[config.mk]
export PLATFORM = sky130hd
export DESIGN_NAME = xnor_popcnt_acc_i8
export DESIGN_NICKNAME = d
export VERILOG_FILES = /design/src/rtl/xnor_pkg.sv /design/src/rtl/popcount8.sv /design/src/rtl/xnor_popcnt_acc_i8.sv
export SDC_FILE = /design/constraint.sdc
export NUM_CORES = 1
export LEC_CHECK = 0
export CORE_MARGIN = 2
export CORE_UTILIZATION = 39
export CTS_CLUSTER_SIZE = 16
export DETAILED_ROUTE_END_ITERATION = 10
export PLACE_DENSITY_LB_ADDON = 0.2
export SETUP_SLACK_MARGIN = 0.05
export SLEW_MARGIN = 25
export SYNTH_ARGS = -nofsm -noshare
export SYNTH_HDL_FRONTEND = slang
export SYNTH_SLANG_ARGS = --single-unit
[constraint.sdc]
create_clock -name clock -period 2.2 [get_ports clock]
set_input_delay 0.44 -clock clock [delete_from_list [all_inputs] [get_ports clock]]
set_output_delay 0.44 -clock clock [all_outputs]
set_load 0.03 [all_outputs]
[src/rtl/xnor_pkg.sv]
// Shared definitions for the xnor binary-dot-product datapath blocks.
//   POPCNT_W     : width of an 8-bit popcount result (0..8)
//   state_t      : output-register state; the state bit doubles as out_valid
//   score_offset : bipolar score offset (8 bits per beat times beats per vector)
package xnor_pkg;

    localparam int POPCNT_W = 4;

    typedef enum logic [0:0] {
        ACC  = 1'b0,
        EMIT = 1'b1
    } state_t;

    function automatic int score_offset(input int len);
        return 8 * len;
    endfunction

endpackage

[src/rtl/popcount8.sv]
// Combinational popcount of an 8-bit word.
//   y  : input word
//   pc : number of set bits in y, 0..8
module popcount8
    import xnor_pkg::*;
(
    input  logic [7:0]          y,
    output logic [POPCNT_W-1:0] pc
);

    always_comb begin
        pc = '0;
        for (int i = 0; i < 8; i++) begin
            pc = pc + POPCNT_W'(y[i]);
        end
    end

endmodule

[src/rtl/xnor_popcnt_acc_i8.sv]
// Popcount accumulator for binary dot products: sums popcount(in_y) over LEN
// accepted beats and presents the sum plus its bipolar score through a
// one-entry valid/ready output register.
//   clock     : rising-edge clock
//   reset     : asynchronous active-low reset
//   in_valid  : in_y carries a beat
//   in_ready  : beat is accepted this cycle
//   in_y      : 8-bit xnor result from the upstream stage
//   out_valid : out_sum/out_score hold a result
//   out_ready : consumer takes the result
//   out_sum   : sum of popcounts over LEN beats (unsigned)
//   out_score : 2*out_sum - 8*LEN (two's complement)
module xnor_popcnt_acc_i8
    import xnor_pkg::*;
#(
    parameter int LEN   = 4,
    parameter int ACC_W = 8
) (
    input  logic                    clock,
    input  logic                    reset,
    input  logic                    in_valid,
    output logic                    in_ready,
    input  logic [7:0]              in_y,
    output logic                    out_valid,
    input  logic                    out_ready,
    output logic [ACC_W-1:0]        out_sum,
    output logic signed [ACC_W:0]   out_score
);

    localparam int                CNT_W     = (LEN > 1) ? $clog2(LEN) : 1;
    localparam logic [CNT_W-1:0]  LAST      = CNT_W'(LEN - 1);
    localparam int                SCORE_OFS = score_offset(LEN);

    state_t               state;
    logic [ACC_W-1:0]     acc;
    logic [CNT_W-1:0]     cnt;

    logic [7:0]           y_p0;
    logic [POPCNT_W-1:0]  pc_p0;
    logic [ACC_W-1:0]     sum_p0;
    logic                 last_beat;
    logic                 take;
    logic                 final_take;
    logic                 out_take;

    // 2*sum - offset, formed two bits wider so the doubling cannot wrap
    // before the offset is removed; the result always fits ACC_W+1 bits.
    function automatic logic signed [ACC_W:0] to_score(input logic [ACC_W-1:0] s);
        logic signed [ACC_W+1:0] wide;
        wide = $signed({1'b0, s, 1'b0}) - $signed((ACC_W+2)'(SCORE_OFS));
        return $signed(wide[ACC_W:0]);
    endfunction

    // ---- stage p0: gate, popcount, add (combinational) ----
    // Idle beats are forced to zero so an undriven in_y never reaches the adder.
    assign y_p0 = in_valid ? in_y : 8'h00;

    popcount8 u_popcount8 (
        .y  (y_p0),
        .pc (pc_p0)
    );

    assign sum_p0    = acc + ACC_W'(pc_p0);
    assign last_beat = (cnt == LAST);
    assign out_valid = (state == EMIT);

    // Only the final beat has to wait for the output register to drain.
    assign in_ready   = (state == ACC) | ~last_beat | out_ready;
    assign take       = in_valid & in_ready;
    assign final_take = take & last_beat;
    assign out_take   = out_valid & out_ready;

    // ---- stage p1: accumulator and output register ----
    always_ff @(posedge clock or negedge reset) begin
        if (!reset) begin
            state     <= ACC;
            acc       <= '0;
            cnt       <= '0;
            out_sum   <= '0;
            out_score <= '0;
        end else begin
            if (take) begin
                if (last_beat) begin
                    acc       <= '0;
                    cnt       <= '0;
                    out_sum   <= sum_p0;
                    out_score <= to_score(sum_p0);
                end else begin
                    acc <= sum_p0;
                    cnt <= cnt + CNT_W'(1);
                end
            end
            // A final beat landing together with a drain reloads the register
            // and stays in EMIT, so back-to-back results have no bubble.
            if (final_take) begin
                state <= EMIT;
            end else if (out_take) begin
                state <= ACC;
            end
        end
    end

endmodule
==> metrics.md, run 1 <==
| Metric | Value |
|---|---|
| Static Leak | 0.9656 nW |
| CP max FO | 3 |
| Die width | 65.27 um |
| DRT antenna net count | 0 |
| Die footprint | 4260 um2 |
| Unrepaired setup endpoints after global routing | true |
| Initial Util | 40.29% |
| Clock buffer count from CTS | 3 |
| RR Startpoint | acc[3]$_DFFE_PN0P_ |
| Outcome | complete, but fails checks |
| Worst setup EP type | register |
| First-pass GRT wire length | 5168 um |
| Switch share | 42.04% |
| Routed length per instance | 13.33 um |
| Netlist cell types | 37 |
| CTS Hold Bufs | 0 |
| Clk pwr share | 9.2% |
| Internal | 1.615 mW |
| Synth Cell Area | 1464 um2 |
| Clock buffer depth | 2 |
| Vias per inst | 5.067 |
| Num rows | 22 |
| Synth Register Bits | 23 |
| Clk_skew | 0.001182 ns |
| Height of the chip | 65.27 um |
| Final hold slack | 0.4875 ns |
| I/O pins | 31 |
| Synth top area share | 39.32% |
| Fin util | 62.47% |
| Placed wire-length estimate | 2336 um |
| Placer Congestion | 0.7719 |
| Pre-antenna DRT Iters | 4 |
| Tot GR Track Use | 15.33% |
| Number of global-route vias before repair | 1151 |
| Fmax | 0.2495 GHz |
| Final min period | 4.008 ns |
| Worst hold path type | register to register |
| Critical path launch point type | input pin |
| Setup CP Type | input pin to register |
| Gate power share | 64.4% |
| Fin crit share | 182.2% |
| Via count | 1211 |
| Max-Cap Viols | 0 |
| Switch Pwr | 1.171 mW |
| Seq/Total Area, Yosys | 39.32% |
| Final setup viols | 20 |
| Slew Viols, Final | 0 |
| Top post-synthesis cells by area | dfrtp_1, ha_1, nand2_1 |
| CTS Sinks | 23 |
| HP Start | out_score[7]$_DFFE_PN0P_ |
| Maximum vdd drop | 701.9 uV |
| Failing checks | negative setup slack |
| PnR worst setup slack | -1.808 ns |
| Pwr dens | 1227 nW/um2 |
| Synth Instances | 146 |
| 1st-iter DRT viols | 62 |
| Largest net degree at the start of global routing | 24 |
| Worst hold endpoint | out_score[7]$_DFFE_PN0P_ |
| Diode count | 0 |
| Hold path cells | 2 |
| Tot Pwr | 2.786 mW |
| Core area | 3633 um2 |
| Final hold vios | 0 |
| Worst R2R End | out_score[7]$_DFFE_PN0P_ |
| R2r setup slk | 0.25 ns |
| Clock Latency Late Sink | 0.26 ns |
| Syn. warnings | 0 |
| Root Driver | clkbuf_8 |
| Area growth, synth to finish | 55.04% |
| Worst r2r path cells | 7 |
| Layout cell share with drive strength beyond 1 | 38.22% |
| Initial antenna violation count | 0 |
| Critical path arrival | 4.15 ns |
| Leading area contributor after synthesis | dfrtp_1 |
| WL final | 3187 um |
| IO buf count | 29 |
| Sequential share of power | 26.4% |
| Worst-path clk slew | 0.08 ns |
| Mean Syn Cell Area | 10.03 um2 |
| Final #Nets | 218 |
| Place WS | -2.464 ns |
| Drt drc | 0 |
| H-tree depth | 1 |
| Grt total ovfl | 0 |
| CTS tree | yes |
| Syn nets | 172 |
| WP data required | 2.34 ns |
worst max path at each step:
stage | startpoint | endpoint | depth (start not counted)
after floorplan | in_valid | out_score[8]$_DFFE_PN0P_ | 17
after global placement | in_valid | out_score[8]$_DFFE_PN0P_ | 17
after detailed placement | in_valid | out_score[8]$_DFFE_PN0P_ | 17
after CTS | in_valid | out_score[8]$_DFFE_PN0P_ | 17
after global routing | in_y[0] | out_score[7]$_DFFE_PN0P_ | 18
final | in_y[0] | out_score[7]$_DFFE_PN0P_ | 18
timing repair:
action | CTS | global route
pin swaps | 29 | 24
buffers inserted | 3 | 8
gates resized for setup | 39 | 15
endpoints found under the setup margin | 20 | 20
cells in the mapped netlist:
master and n:
a211oi_2 1, a21boi_1 1, a21o_2 1, a21oi_1 4, a21oi_2 1, a311o_1 1
and2_1 4, and2_4 1, and3_1 1, and4_1 1, buf_4 5, buf_6 2
clkbuf_1 2, clkbuf_8 1, conb_1 1, dfrtp_1 23, fa_1 5, ha_1 9
inv_1 10, mux2_2 5, nand2_1 27, nand3_1 5, nand3b_1 1, nand4_1 1
nor2b_1 1, nor3_1 2, nor4_1 1, nor4_2 1, o211a_1 1, o211ai_2 1
o21ai_0 10, o21ai_1 3, o21ai_2 1, o31ai_1 3, xnor2_1 5, xnor2_2 1
xor2_1 3
final cells by class:
type                            count  area, um2
Clock buffer                        4      45.04
Fill cell                         308       1364
Inverter                           10      37.54
Multi-Input combinational cell    103       1059
Sequential cell                    23      575.6
Tap cell                           48      60.06
Timing Repair Buffer               51      493.0
cell families (layout without fill, tap and decap cells):
family	Yosys count	in the layout	synth area share (%)
simple gates	46	46	15.30
compound gates	28	28	12.74
flops	23	23	39.32
buf+inv	20	65	8.120
fa+ha+maj	14	14	14.53
xor+xnor	9	9	5.898
mux	5	5	3.846
other cells	1	1	0.2562
stage by stage:
step | std cells | setup TNS, ns | instance area, um2
4_1_cts | 231 | -28.27 | 2123
2_1_floorplan | 146 | -30.58 | 1575
3_5_place_dp | 224 | -41.95 | 1916
3_3_place_gp | 224 | -40.45 | 1916
6_report | 239 | -28.74 | 2270
5_1_grt | 239 | -31.30 | 2270
critical path, stage by stage:
cell      delay, ns
buf_6          0.09
and2_4         0.15
ha_4           0.26
inv_2          0.03
fa_1           0.45
fa_1           0.49
inv_1          0.05
fa_2           0.34
inv_2          0.07
fa_2           0.42
inv_2          0.09
ha_4           0.21
a211oi_4       0.27
o21ai_2        0.11
buf_4          0.14
xor2_1         0.14
nor3_1         0.30
o31ai_1        0.11
per-layer routing:
layer | track usage (%) | routed length, um
met5 | 0 | 0
met4 | 0.7813 | 23
met3 | 3.596 | 154
met2 | 28.70 | 1738
met1 | 18.68 | 1271
flip-flops by register name, indices dropped and copies added (netlist names):
name,count
acc,8
out_sum,8
out_score,4
cnt,2
out_valid,1
cells in the final DEF (no fill, tap or decap), types with 2 or more instances in the layout:
cell type / netlist / routed
fa_1: 5 / 2
clkdlybuf4s50_1: 0 / 23
nand2_1: 27 / 27
o21ai_1: 3 / 9
xnor2_4: 0 / 3
o21ai_0: 10 / 2
mux2_2: 5 / 5
dfrtp_1: 23 / 23
ha_1: 9 / 3
ha_4: 0 / 5
buf_4: 5 / 17
and2_1: 4 / 2
a21oi_1: 4 / 2
nor4_4: 0 / 2
a21oi_4: 0 / 3
inv_2: 0 / 3
buf_6: 2 / 7
inv_1: 10 / 7
and2_4: 1 / 3
o21ai_2: 1 / 3
fa_2: 0 / 3
nand3_1: 5 / 2
xnor2_2: 1 / 2
clkbuf_8: 1 / 3
o31ai_2: 0 / 2
nand3_2: 0 / 2
power groups by stage:
stage	logic, mW	clock network [mW]	registers [mW]
after global routing	1.93	0.283	0.763
after CTS	1.59	0.261	0.736
after global placement	1.37	0	0.715
after floorplan	0.787	0	0.896
final	1.80	0.256	0.735
after detailed placement	1.39	0	0.727
Note: power is estimated with default switching activity, not from simulation.
==> run 2: changes to the inputs <==
CORE_ASPECT_RATIO = 0.8   (was default)
clock period = 4.3 ns   (was 2.2 ns; I/O delays follow)
==> run 2 against run 1 <==
Compared with the run above:
- the flow still finishes with violations (negative setup slack)
- clock skew up 0.00068 ns
- first-iteration DRC count up 37%
- clock-buffer cell count down 1
- critical path type unchanged
- largest cell class unchanged
- highest routed layer unchanged
==> metrics.md, run 2 (synthesis gave the netlist of run 1 again) <==
| Metric | Value |
|---|---|
| Outcome | complete, but fails checks |
| Failing checks | negative setup slack |
| CTS tree | yes |
| Worst r2r path cells | 7 (unchanged) |
| Worst slew margin | 65.52% |
| Placed wire-length estimate | 2499 um (+7.0%) |
| Number of global-route vias before repair | 1122 (-2.5%) |
| Setup tns final | -0.6207 ns (+28.12 ns) |
| Clk pwr share | 10.3% (+1.1 points) |
| Unrepaired setup endpoints after global routing | true |
| Tot GR Track Use | 17.54% (+2.2 points) |
| Path length in cells of the critical path | 18 (unchanged) |
| Clock buffer depth | 2 (unchanged) |
| I/O pins | 31 (unchanged) |
| Pre-antenna DRT Iters | 4 (unchanged) |
| Critical path arrival | 4.58 ns (+0.43 ns) |
| Height of the chip | 58.80 um (-9.9%) |
| Core area | 3518 um2 (-3.2%) |
| Filler instances | 279 (-9.4%) |
| Clk_skew | 0.001862 ns (+0.0006802 ns) |
| First-pass GRT wire length | 5630 um (+8.9%) |
| Final setup viols | 8 (-60%) |
| Area growth, synth to finish | 48.12% |
| Most common cell after layout, fill and taps aside | nand2_1 |
| WP data required | 4.46 ns (+2.12 ns) |
| PnR worst setup slack | -0.1203 ns (+1.688 ns) |
| Tightest Pin Transition | 0.5173 ns |
| Root Driver | clkbuf_8 |
| Grt total ovfl | 0 (unchanged) |
| Worst hold path type | register to register |
| Maximum vdd drop | 328.6 uV (-53%) |
| Register area | 575.6 um2 (unchanged) |
| Initial antenna violation count | 0 (unchanged) |
| Max incr delay on CP | 0.49 ns (about the same) |
| DRT antenna net count | 0 (unchanged) |
| Clock buffer count from CTS | 3 (unchanged) |
| Buffer and inverter count on the worst path | 6 (unchanged) |
| Placer Congestion | 0.7397 (-4.2%) |
| CP most frequent cell | inv_2 |
| CTS Sinks | 23 (unchanged) |
| 1st-iter DRT viols | 85 (+37%) |
| Pwr dens | 610.2 nW/um2 (-50%) |
| Worst setup EP type | register |
| Initial Util | 41.61% (+1.3 points) |
| Fin crit share | 102.8% |
| Diode count | 0 (unchanged) |
| Setup CP Type | input pin to register |
| WL final | 3655 um (+15%) |
| Die footprint | 4263 um2 (about the same) |
| Layout cell share with drive strength beyond 1 | 35.75% (-2.5 points) |
| Static Leak | 0.9587 nW (-0.71%) |
| IO buf count | 29 (unchanged) |
| CP Cell Sequence | buf_6 > and2_4 > ha_4 > inv_2 > fa_1 > fa_1 > inv_1 > fa_2 > inv_2 > fa_2 > inv_2 > ha_4 > a211oi_4 > o21ai_2 > xnor2_2 > buf_4 > xnor2_2 > o21ai_1 |
| Final #Nets | 220 (+0.92%) |
| Final hold vios | 0 (unchanged) |
| CP max FO | 5 (+2) |
| CTS Hold Bufs | 0 (unchanged) |
| Switch share | 43.27% (+1.2 points) |
| Critical path launch point type | input pin |
| Sequential share of power | 28.1% (+1.7 points) |
| Most frequent cells in the layout | nand2_1, dfrtp_1, clkdlybuf4s50_1, buf_4, o21ai_0 |
| Routed length per instance | 15.55 um (+17%) |
| Slowest CP cell | fa_1 |
| Max-Cap Viols | 0 (unchanged) |
| H-tree depth | 1 (unchanged) |
| Multi-input gate area | 962.2 um2 (-9.1%) |
| Switch Pwr | 0.5725 mW (-51%) |
| Delay-heaviest family, CP | adder cells |
| Die width | 72.50 um (+11%) |
| Placed cells | 218 (-2.7%) |
| Gate power share | 61.6% (-2.8 points) |
| Vias per inst | 5.200 (+2.6%) |
| Final hold slack | 0.4868 ns (-0.0006490 ns) |
| Final min period | 4.420 ns |
| Drt drc | 0 (unchanged) |
| Largest regs | acc (8), out_sum (8), out_score (4) |
| Largest net degree at the start of global routing | 24 (unchanged) |
| Slew Viols, Final | 0 (unchanged) |
| Clock Latency Late Sink | 0.27 ns (about the same) |
| Fmax | 0.2262 GHz |
| Via count | 1222 (+0.91%) |
| Worst-path clk slew | 0.08 ns (about the same) |
| Internal | 0.7505 mW (-54%) |
| Num rows | 19 (-14%) |
| Non-filler cells, final | 235 (-1.7%) |
| Hold path cells | 2 (unchanged) |
[run 2: layout make-up]
cell class              instances  area share (%)
multi-input cells             103           44.37
flip-flops and latches         23           26.54
repair buffers                 53           22.79
well taps                      42           2.424
clock buffers                   3           1.904
inverters                      10           1.731
clock inverters                 1          0.2308
[run 2: per-layer routing]
layer / part of all wire (%) / vias to the layer above / GRT usage, %
met1: 45 / 599 / 23.30
met2: 48 / 33 / 27.92
met5: 0 / - / 0
li1: - / 581 / -
met3: 5.2 / 9 / 4.966
met4: 2.1 / 0 / 5.820
[run 2: power by group through the flow]
stage / Sequential [mW] / Combinational [mW] / Clock, mW
after floorplan: 0.456 / 0.387 / 0
after global routing: 0.389 / 0.868 / 0.148
after CTS: 0.369 / 0.737 / 0.141
after detailed placement: 0.370 / 0.706 / 0
final: 0.372 / 0.815 / 0.136
after global placement: 0.364 / 0.686 / 0
[run 2: worst min-delay path, stage by stage, from the launching register on]
cell	delay (ns)
dfrtp_1	0.35
nand2_1	0.05
o31ai_1	0.06
[run 2: what timing repair did]
| item | CTS | global route |
|---|---|---|
| pin swaps | 18 | 23 |
| buffers inserted | 5 | 9 |
| gates resized for setup | 22 | 16 |
| endpoints found under the setup margin | 17 | 14 |
[run 2: worst paths after layout]
kind                                             to                startpoint  slack, ns
hold / removal             out_score[7]$_DFFE_PN0P_  out_score[7]$_DFFE_PN0P_       0.49
setup reg to reg           out_score[8]$_DFFE_PN0P_        acc[3]$_DFFE_PN0P_       2.29
max in group asynchronous    out_sum[1]$_DFFE_PN0P_                     reset       3.40
hold reg to reg            out_score[7]$_DFFE_PN0P_  out_score[7]$_DFFE_PN0P_       0.49
min in group asynchronous    out_sum[7]$_DFFE_PN0P_                     reset       0.55
setup / recovery           out_score[6]$_DFFE_PN0P_                   in_y[0]      -0.12
[run 2: stage by stage]
step	power (mW)	cell area, um2	setup WS (ns)	utilization [%]
2_1_floorplan	0.8438	1559	-0.2249	-
3_3_place_gp	1.050	1882	-0.6807	53.49
3_5_place_dp	1.076	1882	-0.8075	53.49
4_1_cts	1.247	2012	-0.1627	57.18
5_1_grt	1.405	2168	-0.2612	61.63
6_report	1.323	2168	-0.1203	61.63
